<file path="src/rtl/stream_arbiter_wrr_if.sv">
// Stream bundle between N input streams and the single arbitrated output stream.
// master = traffic side (sources and sink), slave = arbiter.
interface stream_arbiter_wrr_if #(
   parameter int DATA_WIDTH  = 32,
   parameter int N_INP       = 4,
   localparam int IDX_WIDTH  = (N_INP > 1) ? $clog2(N_INP) : 1
);
   logic [N_INP*DATA_WIDTH-1:0] inp_data;
   logic [N_INP-1:0]            inp_last;
   logic [N_INP-1:0]            inp_valid;
   logic [N_INP-1:0]            inp_ready;
   logic [DATA_WIDTH-1:0]       oup_data;
   logic                        oup_last;
   logic [IDX_WIDTH-1:0]        oup_idx;
   logic                        oup_valid;
   logic                        oup_ready;

   modport master (
      output inp_data, inp_last, inp_valid, oup_ready,
      input  inp_ready, oup_data, oup_last, oup_idx, oup_valid
   );

   modport slave (
      input  inp_data, inp_last, inp_valid, oup_ready,
      output inp_ready, oup_data, oup_last, oup_idx, oup_valid
   );
endinterface

</file>
<file path="src/rtl/stream_arbiter_wrr.sv">
// Weighted round-robin N:1 stream arbiter with packet locking; latency 0, or 1 with STREAM_ARBITER_WRR_OUT_REG_EN.
// Backpressure: only the granted input sees ready; the grant is frozen until its beat hands off.
module stream_arbiter_wrr #(
   parameter int DATA_WIDTH   = 32,
   parameter int N_INP        = 4,
   parameter int WEIGHT_WIDTH = 4,
   localparam int IDX_WIDTH   = (N_INP > 1) ? $clog2(N_INP) : 1
) (
   input  logic                          clk_i,
   input  logic                          rst_i,
   input  logic                          clr_i,
   input  logic [N_INP*WEIGHT_WIDTH-1:0] weight_i,
   stream_arbiter_wrr_if.slave           bus
);
   typedef enum logic {ST_FREE, ST_LOCK} state_t;

   state_t                state_q, state_d;
   logic [IDX_WIDTH-1:0]  ptr_q, ptr_d, owner_q, owner_d, sel;
   logic [WEIGHT_WIDTH-1:0] cnt_q, cnt_d, w_raw;
   logic [WEIGHT_WIDTH:0] eff_w, n;
   logic [DATA_WIDTH-1:0] sel_data;
   logic                  sel_vld, sel_last, accept, in_hs;

   always_comb begin : p_select
      int  j;
      logic found;
      j     = 0;
      found = 1'b0;
      sel   = ptr_q;
      if (state_q == ST_LOCK) begin
         sel = owner_q;
      end else begin
         for (int i = 0; i < N_INP; i++) begin
            j = (int'(ptr_q) + i) % N_INP;
            if (!found && bus.inp_valid[j]) begin
               sel   = IDX_WIDTH'(j);
               found = 1'b1;
            end
         end
      end
   end

   assign sel_vld  = bus.inp_valid[sel];
   assign sel_last = bus.inp_last[sel];
   assign sel_data = bus.inp_data[int'(sel)*DATA_WIDTH +: DATA_WIDTH];
   assign w_raw    = weight_i[int'(sel)*WEIGHT_WIDTH +: WEIGHT_WIDTH];
   // A zero weight still grants one packet per turn.
   assign eff_w    = (w_raw == '0) ? (WEIGHT_WIDTH+1)'(1) : {1'b0, w_raw};
   assign n        = (sel == ptr_q) ? ({1'b0, cnt_q} + (WEIGHT_WIDTH+1)'(1))
                                    : (WEIGHT_WIDTH+1)'(1);
   assign in_hs    = sel_vld & accept;

   always_comb begin : p_next
      state_d = state_q;
      ptr_d   = ptr_q;
      cnt_d   = cnt_q;
      owner_d = owner_q;
      if (clr_i) begin
         state_d = ST_FREE;
         ptr_d   = '0;
         cnt_d   = '0;
         owner_d = '0;
      end else if (in_hs) begin
         if (!sel_last) begin
            state_d = ST_LOCK;
            owner_d = sel;
         end else begin
            state_d = ST_FREE;
            if (N_INP == 1) begin
               ptr_d = '0;
               cnt_d = '0;
            end else if (n >= eff_w) begin
               ptr_d = IDX_WIDTH'((int'(sel) + 1) % N_INP);
               cnt_d = '0;
            end else begin
               ptr_d = sel;
               cnt_d = n[WEIGHT_WIDTH-1:0];
            end
         end
      end
   end

   always_ff @(posedge clk_i) begin
      if (rst_i) begin
         state_q <= ST_FREE;
         ptr_q   <= '0;
         cnt_q   <= '0;
         owner_q <= '0;
      end else begin
         state_q <= state_d;
         ptr_q   <= ptr_d;
         cnt_q   <= cnt_d;
         owner_q <= owner_d;
      end
   end

   always_comb begin
      bus.inp_ready      = '0;
      bus.inp_ready[sel] = accept;
   end

`ifdef STREAM_ARBITER_WRR_OUT_REG_EN
   logic                  main_vld, main_last, spill_vld, spill_last;
   logic [DATA_WIDTH-1:0] main_data, spill_data;
   logic [IDX_WIDTH-1:0]  main_idx, spill_idx;

   // The spill slot catches the beat accepted in the cycle the sink first stalls.
   assign accept = ~spill_vld & ~rst_i;

   always_ff @(posedge clk_i) begin
      if (rst_i) begin
         main_vld   <= 1'b0;
         main_last  <= 1'b0;
         main_data  <= '0;
         main_idx   <= '0;
         spill_vld  <= 1'b0;
         spill_last <= 1'b0;
         spill_data <= '0;
         spill_idx  <= '0;
      end else if (!main_vld || bus.oup_ready) begin
         if (spill_vld) begin
            main_vld  <= 1'b1;
            main_last <= spill_last;
            main_data <= spill_data;
            main_idx  <= spill_idx;
            spill_vld <= 1'b0;
         end else begin
            main_vld  <= in_hs;
            main_last <= sel_last;
            main_data <= sel_data;
            main_idx  <= sel;
         end
      end else if (in_hs) begin
         spill_vld  <= 1'b1;
         spill_last <= sel_last;
         spill_data <= sel_data;
         spill_idx  <= sel;
      end
   end

   assign bus.oup_valid = main_vld & ~rst_i;
   assign bus.oup_data  = main_data;
   assign bus.oup_last  = main_last;
   assign bus.oup_idx   = rst_i ? '0 : main_idx;
`else
   assign accept        = bus.oup_ready & ~rst_i;
   assign bus.oup_valid = sel_vld & ~rst_i;
   assign bus.oup_data  = sel_data;
   assign bus.oup_last  = sel_last;
   assign bus.oup_idx   = rst_i ? '0 : sel;
`endif
endmodule

</file>
<file path="src/flat_wrapper.sv">
// flat-port wrapper written by rule: the top's interface ports become plain ports
module stream_arbiter_wrr_flat 
#(
   parameter int DATA_WIDTH   = 32,
   parameter int N_INP        = 4,
   parameter int WEIGHT_WIDTH = 4,
   localparam int IDX_WIDTH   = (N_INP > 1) ? $clog2(N_INP) : 1
)
  (clk_i, rst_i, clr_i, weight_i, bus_inp_data, bus_inp_last, bus_inp_valid, bus_oup_ready, bus_inp_ready, bus_oup_data, bus_oup_last, bus_oup_idx, bus_oup_valid);
  stream_arbiter_wrr_if #(.DATA_WIDTH(DATA_WIDTH), .N_INP(N_INP)) bus_i ();
  input  logic clk_i;
  input  logic rst_i;
  input  logic clr_i;
  input  logic [N_INP*WEIGHT_WIDTH-1:0] weight_i;
  input wire logic [$bits(bus_i.inp_data)-1:0] bus_inp_data;
  input wire logic [$bits(bus_i.inp_last)-1:0] bus_inp_last;
  input wire logic [$bits(bus_i.inp_valid)-1:0] bus_inp_valid;
  input wire logic [$bits(bus_i.oup_ready)-1:0] bus_oup_ready;
  output wire logic [$bits(bus_i.inp_ready)-1:0] bus_inp_ready;
  output wire logic [$bits(bus_i.oup_data)-1:0] bus_oup_data;
  output wire logic [$bits(bus_i.oup_last)-1:0] bus_oup_last;
  output wire logic [$bits(bus_i.oup_idx)-1:0] bus_oup_idx;
  output wire logic [$bits(bus_i.oup_valid)-1:0] bus_oup_valid;
  assign bus_i.inp_data = bus_inp_data;
  assign bus_i.inp_last = bus_inp_last;
  assign bus_i.inp_valid = bus_inp_valid;
  assign bus_i.oup_ready = bus_oup_ready;
  assign bus_inp_ready = bus_i.inp_ready;
  assign bus_oup_data = bus_i.oup_data;
  assign bus_oup_last = bus_i.oup_last;
  assign bus_oup_idx = bus_i.oup_idx;
  assign bus_oup_valid = bus_i.oup_valid;
  stream_arbiter_wrr #(.DATA_WIDTH(DATA_WIDTH), .N_INP(N_INP), .WEIGHT_WIDTH(WEIGHT_WIDTH)) u_core (.clk_i(clk_i), .rst_i(rst_i), .clr_i(clr_i), .weight_i(weight_i), .bus(bus_i));
endmodule
</file>
<file path="config.mk">
export PLATFORM = sky130hd
export DESIGN_NAME = stream_arbiter_wrr_flat
export DESIGN_NICKNAME = d
export VERILOG_FILES = /design/src/rtl/stream_arbiter_wrr_if.sv /design/src/rtl/stream_arbiter_wrr.sv /design/src/flat_wrapper.sv
export SDC_FILE = /design/constraint.sdc
export NUM_CORES = 1
export LEC_CHECK = 0
export ABC_AREA = 1
export CELL_PAD_IN_SITES_DETAIL_PLACEMENT = 1
export CELL_PAD_IN_SITES_GLOBAL_PLACEMENT = 1
export CORE_ASPECT_RATIO = 0.7
export CORE_UTILIZATION = 21
export CTS_BUF_LIST = sky130_fd_sc_hd__clkbuf_16
export DETAILED_ROUTE_END_ITERATION = 10
export GPL_ROUTABILITY_DRIVEN = 0
export HOLD_SLACK_MARGIN = 0.03
export PLACE_DENSITY = 0.83
export SYNTH_ARGS = -nofsm -noshare
export SYNTH_HDL_FRONTEND = slang
export SYNTH_SLANG_ARGS = --single-unit
</file>
<file path="constraint.sdc">
create_clock -name clk_i -period 9.8 [get_ports clk_i]
set_input_delay 1.47 -clock clk_i [delete_from_list [all_inputs] [get_ports clk_i]]
set_output_delay 1.47 -clock clk_i [all_outputs]
set_load 0.05 [all_outputs]
</file>
* After elaboration in Yosys (flattened, before gate mapping)
Cells that the tools add are included.
** Word-level totals
- Flip-flop bits (word level) :: 9
- Input port bits :: 156
- Output and inout bits :: 40
- Word-level logic and storage cells :: 75
** Operators by class
- $add $sub $neg :: 5
- $lt $le $gt $ge :: 7
- Equal/unequal tests :: 1
- Shift operators :: 2
- Multiplexer cells :: 33
- Bitwise logic cells :: 9
- Reduce and logical (&&, ||, !) cells :: 14
** Operator list (number)
- $shiftx A128 B8 Y32 :: 1
- $mux W1 :: 17
- $shiftx A16 B5 Y4 :: 1
- $bmux W1 S2 :: 6
- $lt A3 B4 Y1 const B :: 3
- $mux W2 :: 6
- $mux W4 :: 2
- $reduce_or A2 Y1 :: 4
- $lt A2 B3 Y1 const B :: 2
- $add A4 B1 Y5 const B :: 1
- $ge A5 B5 Y1 :: 1
- $mux W5 :: 1
- $add A2 B1 Y2 const B :: 2
- $add A2 B2 Y2 const B :: 2
- $and A4 B4 Y4 :: 1
- $logic_and A1 B1 Y1 :: 4
- $logic_not A4 Y1 :: 1
- $reduce_and A2 Y1 :: 2
- $and A1 B1 Y1 :: 3
- $and A1 B1 Y1 const A :: 3
- $logic_not A1 Y1 :: 3
- $demux W1 S2 :: 1
- $eq A2 B2 Y1 :: 1
- $ge A2 B1 Y1 const B :: 1
- $not A1 Y1 :: 2

* Longest topological paths before layout
Gate-level depths: netlist of the first run.
- Word-level depth :: 22
- Depth in mapped cells :: 29
- Depth with buffers taken out :: 27

* Worst setup path after synthesis of the first run
OpenSTA, ideal clock, no wires.
- Path kind :: input to output
- Start point :: input port bus_inp_valid[1]
- End point :: output port bus_oup_data[0]
- Arrival :: 3.461 ns
- Path slack :: 4.869 ns
- Cell stages on the path :: 13
- Buffers on the path :: 2
- Cells stage by stage :: nand2_1 -> nand3_1 -> nand2_2 -> inv_2 -> nor2_4 -> nand3_1 -> nand2_1 -> inv_2 -> a21boi_4 -> buf_2 -> buf_2 -> o21ai_0 -> o22ai_1
** On the way
- Word-level cells in the longest chain between the ends :: 17
** Ends and longest elaborated chain
- start, declared :: line flat_wrapper.sv:17 : input wire logic [$bits(bus_i.inp_valid)-1:0] bus_inp_valid;
- $bmux W1 S2 :: line stream_arbiter_wrr.sv:35 : if (!found && bus.inp_valid[j]) begin
- $mux W1 (not written as such) :: line stream_arbiter_wrr.sv:35
- $mux W1 :: line stream_arbiter_wrr.sv:35
- $mux W1 :: line stream_arbiter_wrr.sv:30 : if (state_q == ST_LOCK) begin
- $logic_not A1 Y1 :: line stream_arbiter_wrr.sv:35
- $logic_and A1 B1 Y1 :: line stream_arbiter_wrr.sv:35
- $mux W1 :: line stream_arbiter_wrr.sv:35
- $mux W1 :: line stream_arbiter_wrr.sv:30
- $logic_not A1 Y1 :: line stream_arbiter_wrr.sv:35
- $logic_and A1 B1 Y1 :: line stream_arbiter_wrr.sv:35
- $mux W1 :: line stream_arbiter_wrr.sv:35
- $mux W1 :: line stream_arbiter_wrr.sv:30
- $logic_not A1 Y1 :: line stream_arbiter_wrr.sv:35
- $logic_and A1 B1 Y1 :: line stream_arbiter_wrr.sv:35
- $mux W2 (*) :: line stream_arbiter_wrr.sv:35
- $mux W2 (*) :: line stream_arbiter_wrr.sv:30
- $shiftx A128 B8 Y32 (*) :: line stream_arbiter_wrr.sv:45 : assign sel_data = bus.inp_data[int'(sel)*DATA_WIDTH +: DATA_WIDTH];
- end, declared :: line flat_wrapper.sv:20 : output wire logic [$bits(bus_i.oup_data)-1:0] bus_oup_data;
Mark *: on every way between the ends. The rest lies on a longest branch, timed or not. The select of a mux whose other input is x is not followed.

* Worst setup path in the final report of the first run
- Start point :: input port bus_inp_valid[3]
- End point :: output port bus_oup_data[9]
Same word-level chain as after synthesis.

==> metrics.md, run 1 <==
| Metric | Value |
|---|---|
| Status | finished clean |
| Die area | 11600 um^2 |
| PortBufs | 195 |
| Standard-cell rows | 31 |
| Chip Height | 90.3 um |
| Final hold vios | 0 |
| Chip width | 128 um |
| Antenna violations before repair | 0 |
| Later-pin clock latency in the skew report | 0.24 ns |
| Antenna cell count | 0 |
| Clock buffer depth | 2 |
| First-pass GRT wire length | 18.7 mm |
| Worst path arrival time | 5.14 ns |
| Non-filler cells, final | 743 |
| Slew Limit Headroom | 25.1% |
| Most common cell after layout, fill and taps aside | clkdlybuf4s50_1 |
| LEAKAGE | 1.84 nW |
| Max Fclk | 151 MHz |
| Final period utilization | 67.5% |
| CP Data Required Time | 8.33 ns |
| CTS tree | yes |
| Setup TNS | 0 ns |
| Clock sinks | 9 |
| Most frequent cells in the layout | clkdlybuf4s50_1 (195), nor2_1 (94), nand2_1 (75) |
| Fin. max-slew vios | 0 |
| Final setup violation count | 0 |
| Setup Skew | 0.000662 ns |
| # DRC | 0 |
| Layout Utilization | 41.4% |
| Layout cells sized above 1 | 6.89% |
| DRT iter0 DRCs | 130 |
| I/O pin cnt | 196 |
| Worst path max stage delay | 0.84 ns |
| Net Count, Synth | 588 |
| Initial Utilization | 22.1% |
| Via density | 4.78 |
| Crit start category | input pin |
| Max IR drop VDD | 0.0000577 V |
| Hold Crit Class | flip-flop to flip-flop |
| Avg WL per Cell | 15.9 um |
| Cells after Synth | 423 |
| Final ANT Viol Nets | 0 |
| Number of distinct library cells after synthesis | 34 |
| R2R depth | 27 |
| CP max stage cell | clkdlybuf4s50_1 |
| Number of setup buffers added after CTS | 0 |
| Worst Max-Slew Pin Slew | 1.12 ns |
| Yosys synthesis warning count | 0 |
| CP Max Fanout | 83 |
| Worst R2R Start | u_core.ptr_q[0] |
| Root buf cell | clkbuf_16 |
| Dpl cells | 739 |
| Avg Cell Area, Syn | 5.53 um^2 |
| Resized cells post-CTS | 0 |
| Sequential cell area fraction in the yosys report | 7.70% |
| Hold_ws | 0.526 ns |
| Power Density | 145 nW/um^2 |
| Most common cell on crit path | nand2_2 |
| Pre-Repair DR Iteration Count | 4 |
| Core area | 10600 um^2 |
| RSZ-0062 raised after global routing | no |
| Post-DP HPWL | 9.05 mm |
| Worst Hold Launch | u_core.cnt_q[1] |
| Setup crit end kind | primary output |
| Crit Path Category | input pin to primary output |
| Worst-path clk slew | 0.04 ns |
| Total gr overflow | 0 |
| Largest net degree at the start of global routing | 84 |
| WHS Path Cells | 2 |
| Post-synthesis register bit count | 9 |
| Nets | 761 |
| Max H-tree Level | 1 |
| Vias in the first global route | 3686 |
| Reg2reg end | u_core.cnt_q[2] |
| Total track usage | 20.0% |
| Cts hold-fix bufs | 0 |
| Fin crit period | 6.61 ns |
| Cells along the critical path | clkdlybuf4s50_1 -> nand2_1 -> nand3_1 -> nand2_2 -> inv_2 -> nor2_4 -> nand2_2 -> nand2_1 -> nand2_2 -> nand2_4 -> nand2_8 -> inv_2 -> buf_4 -> o21ai_0 -> o22ai_1 -> clkdlybuf4s50_1 |
| Number of max-cap violations | 0 |
| Worst reg-to-reg setup slack | 4.74 ns |
| Hold Path Sink | u_core.cnt_q[1] |
| Vias | 3555 |
| Final WL | 11.8 mm |
| Number of fill cells | 1351 |
| CTS buffer count | 3 |
| Area Overhead vs Synth | 87.5% |
| Post-Syn Area | 2340 um^2 |
[worst max path at each step]
stage                      from          endpoint  slack [ns]
2_1_floorplan  bus_inp_valid[1]   bus_oup_data[0]        4.87
3_3_place_gp   bus_inp_valid[3]  bus_inp_ready[3]        3.32
3_5_place_dp   bus_inp_valid[2]   bus_oup_data[9]        3.15
4_1_cts        bus_inp_valid[2]   bus_oup_data[9]        3.12
5_1_grt        bus_inp_valid[3]  bus_oup_data[27]        2.89
6_report       bus_inp_valid[3]   bus_oup_data[9]        3.19
[per-layer routing]
| layer | wire length, um | track usage [%] | part of all wire [%] |
|---|---|---|---|
| met1 | 5180 | 24.5 | 44 |
| met2 | 5770 | 36.2 | 49 |
| met3 | 634 | 2.90 | 5.4 |
| met4 | 191 | 4.80 | 1.6 |
| met5 | 0 | 0 | 0 |
[area by class of cell]
cell class / instances / area [um^2] / area share, %
clock inverters: 1 / 3.75 / 0.0856
repair buffers: 196 / 1960 / 44.7
well taps: 148 / 185 / 4.22
multi-input cells: 356 / 1860 / 42.5
clock buffers: 3 / 75.1 / 1.71
flip-flops and latches: 9 / 180 / 4.11
inverters: 30 / 118 / 2.68
[Yosys cell counts (all sizes together)]
library cell | number | share of area [%]
nor3 | 2 | 0.43
ha | 9 | 4.8
o21bai | 1 | 0.32
inv | 30 | 5.0
dfxtp | 9 | 7.7
o21ai | 75 | 16
a21boi | 2 | 1.1
a32o | 1 | 0.43
clkbuf | 2 | 0.43
and3 | 1 | 0.27
buf | 26 | 7.1
a211oi | 1 | 0.32
xor2 | 1 | 0.37
nand3 | 33 | 9.4
or2 | 1 | 0.27
nand4 | 1 | 0.27
a21oi | 5 | 1.1
o22a | 3 | 1.1
nand2 | 90 | 17
nor2 | 98 | 17
o22ai | 32 | 8.6
[state kept, by name (all words and copies together) (netlist names)]
signal	count
u_core.cnt_q	4
u_core.owner_q	2
u_core.ptr_q	2
u_core.state_q	1
[where the power goes]
part | switching (W) | internal, W | leakage (nW)
clock | 0.0000198 | 0.0000535 | 0.0423
combinational | 0.000334 | 0.000187 | 1.73
sequential | 0.00000190 | 0.0000381 | 0.0727
total | 0.000356 | 0.000279 | 1.84
[cell families after synthesis]
| logic type | count (synthesis) | synth area share (%) |
|---|---|---|
| AOI/OAI and AO/OA | 120 | 29.0 |
| xor gates and xnor gates | 1 | 0.375 |
| adders and majority gates | 9 | 4.82 |
| buffers and inverters | 58 | 12.6 |
| DFF | 9 | 7.70 |
| and+or+nand+nor | 226 | 45.5 |
[worst max-delay path, delay by kind of cell]
kind | cells | cell delay, ns
AND/OR/NAND/NOR | 9 | 1.10
AO/OA/AOI/OAI | 2 | 0.42
buffers and inverters | 5 | 2.07
[through the flow]
step                      worst slack (ns)  power, W  cell area (um^2)
after global placement                3.32  0.000553              4310
after detailed placement              3.15  0.000563              4310
after floorplan                       4.87  0.000380              2340
after global routing                  2.89  0.000672              4390
final                                 3.19  0.000635              4390
after CTS                             3.12  0.000638              4390
(Power assumes the default switching activity.)
==> run 2, diff against run 1 <==
--- a/config.mk
+++ b/config.mk
@@ -9,12 +9,12 @@
 export CELL_PAD_IN_SITES_DETAIL_PLACEMENT = 1
 export CELL_PAD_IN_SITES_GLOBAL_PLACEMENT = 1
 export CORE_ASPECT_RATIO = 0.7
-export CORE_UTILIZATION = 21
+export CORE_UTILIZATION = 20
 export CTS_BUF_LIST = sky130_fd_sc_hd__clkbuf_16
 export DETAILED_ROUTE_END_ITERATION = 10
 export GPL_ROUTABILITY_DRIVEN = 0
 export HOLD_SLACK_MARGIN = 0.03
-export PLACE_DENSITY = 0.83
+export PLACE_DENSITY = 0.8
 export SYNTH_ARGS = -nofsm -noshare
 export SYNTH_HDL_FRONTEND = slang
 export SYNTH_SLANG_ARGS = --single-unit
==> constraint.sdc (replaced) <==
create_clock -name clk_i -period 6.4 [get_ports clk_i]
set_input_delay 0.96 -clock clk_i [delete_from_list [all_inputs] [get_ports clk_i]]
set_output_delay 0.96 -clock clk_i [all_outputs]
set_load 0.05 [all_outputs]
==> metrics.md, run 2 (same netlist as run 1, synthesis figures left out) <==
| Metric | Value |
|---|---|
| DRT iter0 DRCs | 138 (was 130) |
| Later-pin clock latency in the skew report | 0.24 ns (about the same) |
| Top flop regs | u_core.cnt_q x4, u_core.owner_q x2, u_core.ptr_q x2 (unchanged) |
| Max Fclk | 180 MHz |
| Setup Skew | 0.00198 ns (was 0.000662 ns) |
| Antenna cell count | 0 (unchanged) |
| Most common cell after layout, fill and taps aside | clkdlybuf4s50_1 (unchanged) |
| Chip width | 131 um (was 128 um) |
| Standard-cell rows | 32 (was 31) |
| Crit start category | input pin (unchanged) |
| Number of flip-flops in the largest register | 4 (unchanged) |
| Fin crit period | 5.56 ns |
| Via density | 4.74 (was 4.78) |
| R2R depth | 26 (was 27) |
| First-pass GRT wire length | 19.4 mm (was 18.7 mm) |
| Initial Utilization | 20.9% (was 22.1%) |
| Slew Limit Headroom | 61.5% (was 25.1%) |
| Number of setup buffers added after CTS | 0 (unchanged) |
| Hold Crit Class | flip-flop to flip-flop (unchanged) |
| Root buf cell | clkbuf_16 (unchanged) |
| Core area | 11200 um^2 (was 10600 um^2) |
| Nets | 763 (was 761) |
| Setup TNS | 0 ns (unchanged) |
| Non-filler cells, final | 750 (was 743) |
| Worst reg-to-reg setup slack | 1.52 ns (was 4.74 ns) |
| Final hold vios | 0 (unchanged) |
| LEAKAGE | 1.85 nW (was 1.84 nW) |
| Worst path max stage delay | 0.83 ns (was 0.84 ns) |
| Clock buffer depth | 2 (unchanged) |
| Pre-Repair DR Iteration Count | 4 (unchanged) |
| Total gr overflow | 0 (unchanged) |
| # DRC | 0 (unchanged) |
| RSZ-0062 raised after global routing | no (unchanged) |
| I/O pin cnt | 196 (unchanged) |
| Worst-path clk slew | 0.04 ns (about the same) |
| Chip Height | 92.5 um (was 90.3 um) |
| Max H-tree Level | 1 (unchanged) |
| Most common cell on crit path | nand2_2 (unchanged) |
| Die area | 12100 um^2 (was 11600 um^2) |
| Post-DP HPWL | 9.87 mm (was 9.05 mm) |
| Vias | 3552 (was 3555) |
| Number of fill cells | 1415 (was 1351) |
| Dpl ws | 0.852 ns (was 3.15 ns) |
| CP Data Required Time | 5.44 ns (was 8.33 ns) |
| Antenna violations before repair | 0 (unchanged) |
| Clock sinks | 9 (unchanged) |
| Cells along the critical path | clkdlybuf4s50_1 -> nand2_1 -> nand3_1 -> nand2_2 -> inv_2 -> nor2_4 -> nand2_2 -> nand2_1 -> nand2_2 -> nand2_4 -> nand2_8 -> inv_2 -> buf_12 -> o21ai_0 -> o22ai_1 -> clkdlybuf4s50_1 (was clkdlybuf4s50_1 -> nand2_1 -> nand3_1 -> nand2_2 -> inv_2 -> nor2_4 -> nand2_2 -> nand2_1 -> nand2_2 -> nand2_4 -> nand2_8 -> inv_2 -> buf_4 -> o21ai_0 -> o22ai_1 -> clkdlybuf4s50_1) |
| Power Density | 221 nW/um^2 (was 145 nW/um^2) |
| Largest net degree at the start of global routing | 84 (unchanged) |
| Final WL | 12.3 mm (was 11.8 mm) |
| CP max stage cell | clkdlybuf4s50_1 (unchanged) |
| Number of max-cap violations | 0 (unchanged) |
| Layout cells sized above 1 | 7.20% (was 6.89%) |
| Worst path arrival time | 4.60 ns (was 5.14 ns) |
| Area Overhead vs Synth | 89.0% (was 87.5%) |
| PortBufs | 195 (unchanged) |
| Cts hold-fix bufs | 0 (unchanged) |
| Fin. max-slew vios | 0 (unchanged) |
| Worst Setup SP | bus_inp_valid[3] (unchanged) |
| CTS buffer count | 3 (unchanged) |
| Vias in the first global route | 3739 (was 3686) |
| Total track usage | 19.8% (was 20.0%) |
| Min setup slack post-route | 0.837 ns (was 3.19 ns) |
| Reg2reg end | u_core.ptr_q[0] (was u_core.cnt_q[2]) |
| Setup crit end kind | primary output (unchanged) |
| Worst R2R Start | u_core.ptr_q[0] (unchanged) |
| Max IR drop VDD | 0.000152 V (was 0.0000577 V) |
| Final setup violation count | 0 (unchanged) |
| Resized cells post-CTS | 0 (unchanged) |
| Biggest register | u_core.cnt_q (unchanged) |
| Dpl cells | 746 (was 739) |
| Crit Path Category | input pin to primary output (unchanged) |
| Avg WL per Cell | 16.5 um (was 15.9 um) |
| Worst Max-Slew Pin Slew | 0.576 ns (was 1.12 ns) |
| Most frequent cells in the layout | clkdlybuf4s50_1 (195), nor2_1 (94), nand2_1 (75) (unchanged) |
| CP Max Fanout | 83 (unchanged) |
| CTS tree | yes (unchanged) |
| Final period utilization | 86.9% |
| Setup crit end | bus_oup_data[6] (was bus_oup_data[9]) |
| Status | finished clean (unchanged) |
| Final ANT Viol Nets | 0 (unchanged) |
-- run 2: cell types whose count changed in the layout (fill, tap and decap cells not counted) --
cell | previous run | this run
buf_12 | 0 | 1
buf_4 | 1 | 2
-- run 2: stage by stage --
stage	instance area [um^2]	total power (W)	util [%]	hold WS, ns
after floorplan	2340	0.000582	-	0.454
after global placement	4340	0.000847	38.7	0.483
after detailed placement	4340	0.000869	38.7	0.508
after CTS	4420	0.000984	39.4	0.521
after global routing	4420	0.00103	39.4	0.560
final	4420	0.000977	39.4	0.517
-- run 2: where the power goes --
group,switching [W],total (W),internal [W]
clock,0.0000282,0.000110,0.0000817
sequential,0.00000296,0.0000613,0.0000584
combinational,0.000513,0.000805,0.000292
-- run 2: per-layer routing --
metal / share of wire (%) / GRT usage, % / vias to the layer above
li1: - / - / 1773
met1: 46 / 23.4 / 1661
met2: 49 / 38.0 / 110
met3: 5.0 / 3.78 / 8
met4: 0.70 / 2.25 / 0
met5: 0 / 0 / -
-- run 2: cell type report --
type | count | area [um^2] | share of cell area [%]
sequential | 9 | 180 | 4.08
multi-input combinational | 356 | 1860 | 42.2
clock inverter | 1 | 3.75 | 0.0849
timing repair buffer | 198 | 1990 | 45.0
tap | 153 | 191 | 4.33
clock buffer | 3 | 75.1 | 1.70
inverter | 30 | 118 | 2.66
-- run 2: critical path: cells and delay by family --
kind | cells | cell delay [ns]
buffers and inverters | 5 | 2.08
and+or+nand+nor | 9 | 1.17
AOI/OAI and AO/OA | 2 | 0.30
-- run 2: worst min-delay path by stage --
stage | end | slack [ns] | start | cells after the start
after CTS | u_core.owner_q[0] | 0.52 | u_core.owner_q[0] | 2
after global placement | u_core.owner_q[1] | 0.48 | u_core.owner_q[1] | 2
after detailed placement | u_core.owner_q[0] | 0.51 | u_core.owner_q[0] | 2
final | u_core.owner_q[0] | 0.52 | u_core.owner_q[0] | 2
after floorplan | u_core.owner_q[0] | 0.45 | u_core.owner_q[0] | 2
after global routing | u_core.owner_q[0] | 0.56 | u_core.owner_q[0] | 2
==> run 3, diff against run 2 <==
--- a/config.mk
+++ b/config.mk
@@ -12,7 +12,6 @@
 export CORE_UTILIZATION = 20
 export CTS_BUF_LIST = sky130_fd_sc_hd__clkbuf_16
 export DETAILED_ROUTE_END_ITERATION = 10
-export GPL_ROUTABILITY_DRIVEN = 0
 export HOLD_SLACK_MARGIN = 0.03
 export PLACE_DENSITY = 0.8
 export SYNTH_ARGS = -nofsm -noshare
==> constraint.sdc (replaced) <==
create_clock -name clk_i -period 6.2 [get_ports clk_i]
set_input_delay 0.93 -clock clk_i [delete_from_list [all_inputs] [get_ports clk_i]]
set_output_delay 0.93 -clock clk_i [all_outputs]
set_load 0.05 [all_outputs]
==> metrics.md, run 3 (same netlist as run 1, synthesis figures left out) <==
| Metric | Value |
|---|---|
| Status | finished clean (unchanged) |
| Setup Skew | 0.00325 ns (was 0.00198 ns) |
| First-pass GRT wire length | 19.2 mm (was 19.4 mm) |
| Initial Utilization | 20.9% (unchanged) |
| Final hold vios | 0 (unchanged) |
| Top flop regs | u_core.cnt_q x4, u_core.owner_q x2, u_core.ptr_q x2 (unchanged) |
| DRT iter0 DRCs | 139 (was 138) |
| Multi-input logic area | 1860 um^2 (unchanged) |
| CP Data Required Time | 5.27 ns (was 5.44 ns) |
| Total gr overflow | 0 (unchanged) |
| Biggest register | u_core.cnt_q (unchanged) |
| Later-pin clock latency in the skew report | 0.24 ns (about the same) |
| I/O pin cnt | 196 (unchanged) |
| Setup crit end kind | primary output (unchanged) |
| Vias | 3605 (was 3552) |
| Crit start category | input pin (unchanged) |
| Worst path arrival time | 4.36 ns (was 4.60 ns) |
| Hold Path Sink | u_core.owner_q[1] (was u_core.owner_q[0]) |
| Layout cells sized above 1 | 7.36% (was 7.20%) |
| Worst R2R Start | u_core.ptr_q[0] (unchanged) |
| Setup TNS | 0 ns (unchanged) |
| CTS buffer count | 3 (unchanged) |
| Fin crit period | 5.29 ns |
| Sequential Area | 180 um^2 (unchanged) |
| Vias in the first global route | 3823 (was 3739) |
| Slew Limit Headroom | 48.7% (was 61.5%) |
| Number of max-cap violations | 0 (unchanged) |
| R2R depth | 27 (was 26) |
| Pre-Repair DR Iteration Count | 4 (unchanged) |
| Area Overhead vs Synth | 89.3% (was 89.0%) |
| Via density | 4.80 (was 4.74) |
| Hold Crit Class | flip-flop to flip-flop (unchanged) |
| Post-DP HPWL | 9.90 mm (was 9.87 mm) |
| Final WL | 12.2 mm (was 12.3 mm) |
| Worst Max-Slew Pin Slew | 0.768 ns (was 0.576 ns) |
| Number of setup buffers added after CTS | 0 (unchanged) |
| Max Fclk | 189 MHz |
| Root buf cell | clkbuf_16 (unchanged) |
| Worst reg-to-reg setup slack | 1.45 ns (was 1.52 ns) |
| Max IR drop VDD | 0.000116 V (was 0.000152 V) |
| Largest net degree at the start of global routing | 61 (was 84) |
| Total track usage | 19.7% (was 19.8%) |
| Most frequent cells in the layout | clkdlybuf4s50_1 (195), nor2_1 (94), nand2_1 (75) (unchanged) |
| Worst-path clk slew | 0.04 ns (about the same) |
| Number of fill cells | 1440 (was 1415) |
| Die area | 12100 um^2 (unchanged) |
| Antenna violations before repair | 0 (unchanged) |
| RSZ-0062 raised after global routing | no (unchanged) |
| # DRC | 0 (unchanged) |
| Fin. max-slew vios | 0 (unchanged) |
| Final setup violation count | 0 (unchanged) |
| Cts hold-fix bufs | 0 (unchanged) |
| Max H-tree Level | 1 (unchanged) |
| Post-route design area | 4430 um^2 (was 4420 um^2) |
| Final period utilization | 85.3% |
| Clock buffer depth | 2 (unchanged) |
| Resized cells post-CTS | 0 (unchanged) |
| Chip width | 131 um (unchanged) |
| Clock sinks | 9 (unchanged) |
| Core area | 11200 um^2 (unchanged) |
| Antenna cell count | 0 (unchanged) |
| Final ANT Viol Nets | 0 (unchanged) |
| Reg2reg end | u_core.cnt_q[3] (was u_core.ptr_q[0]) |
| Nets | 764 (was 763) |
| Number of flip-flops in the largest register | 4 (unchanged) |
| Avg WL per Cell | 16.2 um (was 16.5 um) |
| Power Density | 228 nW/um^2 (was 221 nW/um^2) |
| Standard-cell rows | 32 (unchanged) |
| CTS tree | yes (unchanged) |
| CP Max Fanout | 28 (was 83) |
| Most common cell after layout, fill and taps aside | clkdlybuf4s50_1 (unchanged) |
| Worst Hold Launch | u_core.owner_q[1] (was u_core.owner_q[0]) |
| LEAKAGE | 1.86 nW (was 1.85 nW) |
| WHS Path Cells | 2 (unchanged) |
| Post-DP Area | 4350 um^2 (was 4340 um^2) |
| Crit Path Category | input pin to primary output (unchanged) |
| Chip Height | 92.5 um (unchanged) |
| Routability cong. | 0.889 |
| PortBufs | 195 (unchanged) |
## run 3: worst max-delay path, cell delays in order
cell             delay [ns]
clkdlybuf4s50_1        0.55
nand2_1                0.08
nand2_1                0.15
nand2_2                0.08
nand2_4                0.09
nand3_2                0.09
nand2_1                0.11
nand2_1                0.07
nand2_1                0.10
nand2_2                0.10
a21boi_4               0.64
buf_4                  0.29
o21ai_0                0.10
o22ai_1                0.15
clkdlybuf4s50_1        0.83
## run 3: cell type report
class | count | share of cell area [%]
Tap cell | 153 | 4.32
Clock inverter | 1 | 0.0848
Sequential cell | 9 | 4.07
Clock buffer | 3 | 1.70
Multi-Input combinational cell | 356 | 42.1
Timing Repair Buffer | 199 | 45.1
Inverter | 30 | 2.66
## run 3: power breakdown
part	switching, W	internal [W]	total (W)
Clock	0.0000299	0.0000845	0.000114
Sequential	0.00000296	0.0000602	0.0000632
Combinational	0.000528	0.000303	0.000831
Total	0.000561	0.000448	0.00101
## run 3: layer usage
layer	up-vias	global-route usage (%)	wire (um)
met3	26	4.00	744
met2	123	37.0	5850
met1	1685	22.8	5310
met4	0	5.29	279
li1	1771	-	-
met5	-	0	0
## run 3: how the worst max path moves through the flow
stage / startpoint / to / slack [ns] / cells after the start
floorplan: bus_inp_valid[1] / bus_oup_data[0] / 2.35 / 13
global placement: bus_inp_valid[2] / bus_oup_data[6] / 1.02 / 15
detailed placement: bus_inp_valid[3] / u_core.ptr_q[1] / 0.86 / 26
CTS: bus_inp_valid[2] / bus_oup_data[6] / 0.92 / 15
global route: bus_inp_valid[3] / bus_oup_data[28] / 0.68 / 16
finish: bus_inp_valid[2] / bus_oup_data[6] / 0.91 / 15
## run 3: stage by stage
stage	setup WS (ns)	hold slack [ns]	std cells	power [W]	utilization, %
floorplan	2.35	0.454	423	0.000601	-
global placement	1.02	0.479	747	0.000877	38.8
detailed placement	0.863	0.490	747	0.000897	38.8
CTS	0.915	0.506	751	0.00101	39.5
global route	0.684	0.550	751	0.00107	39.5
finish	0.913	0.497	751	0.00101	39.5
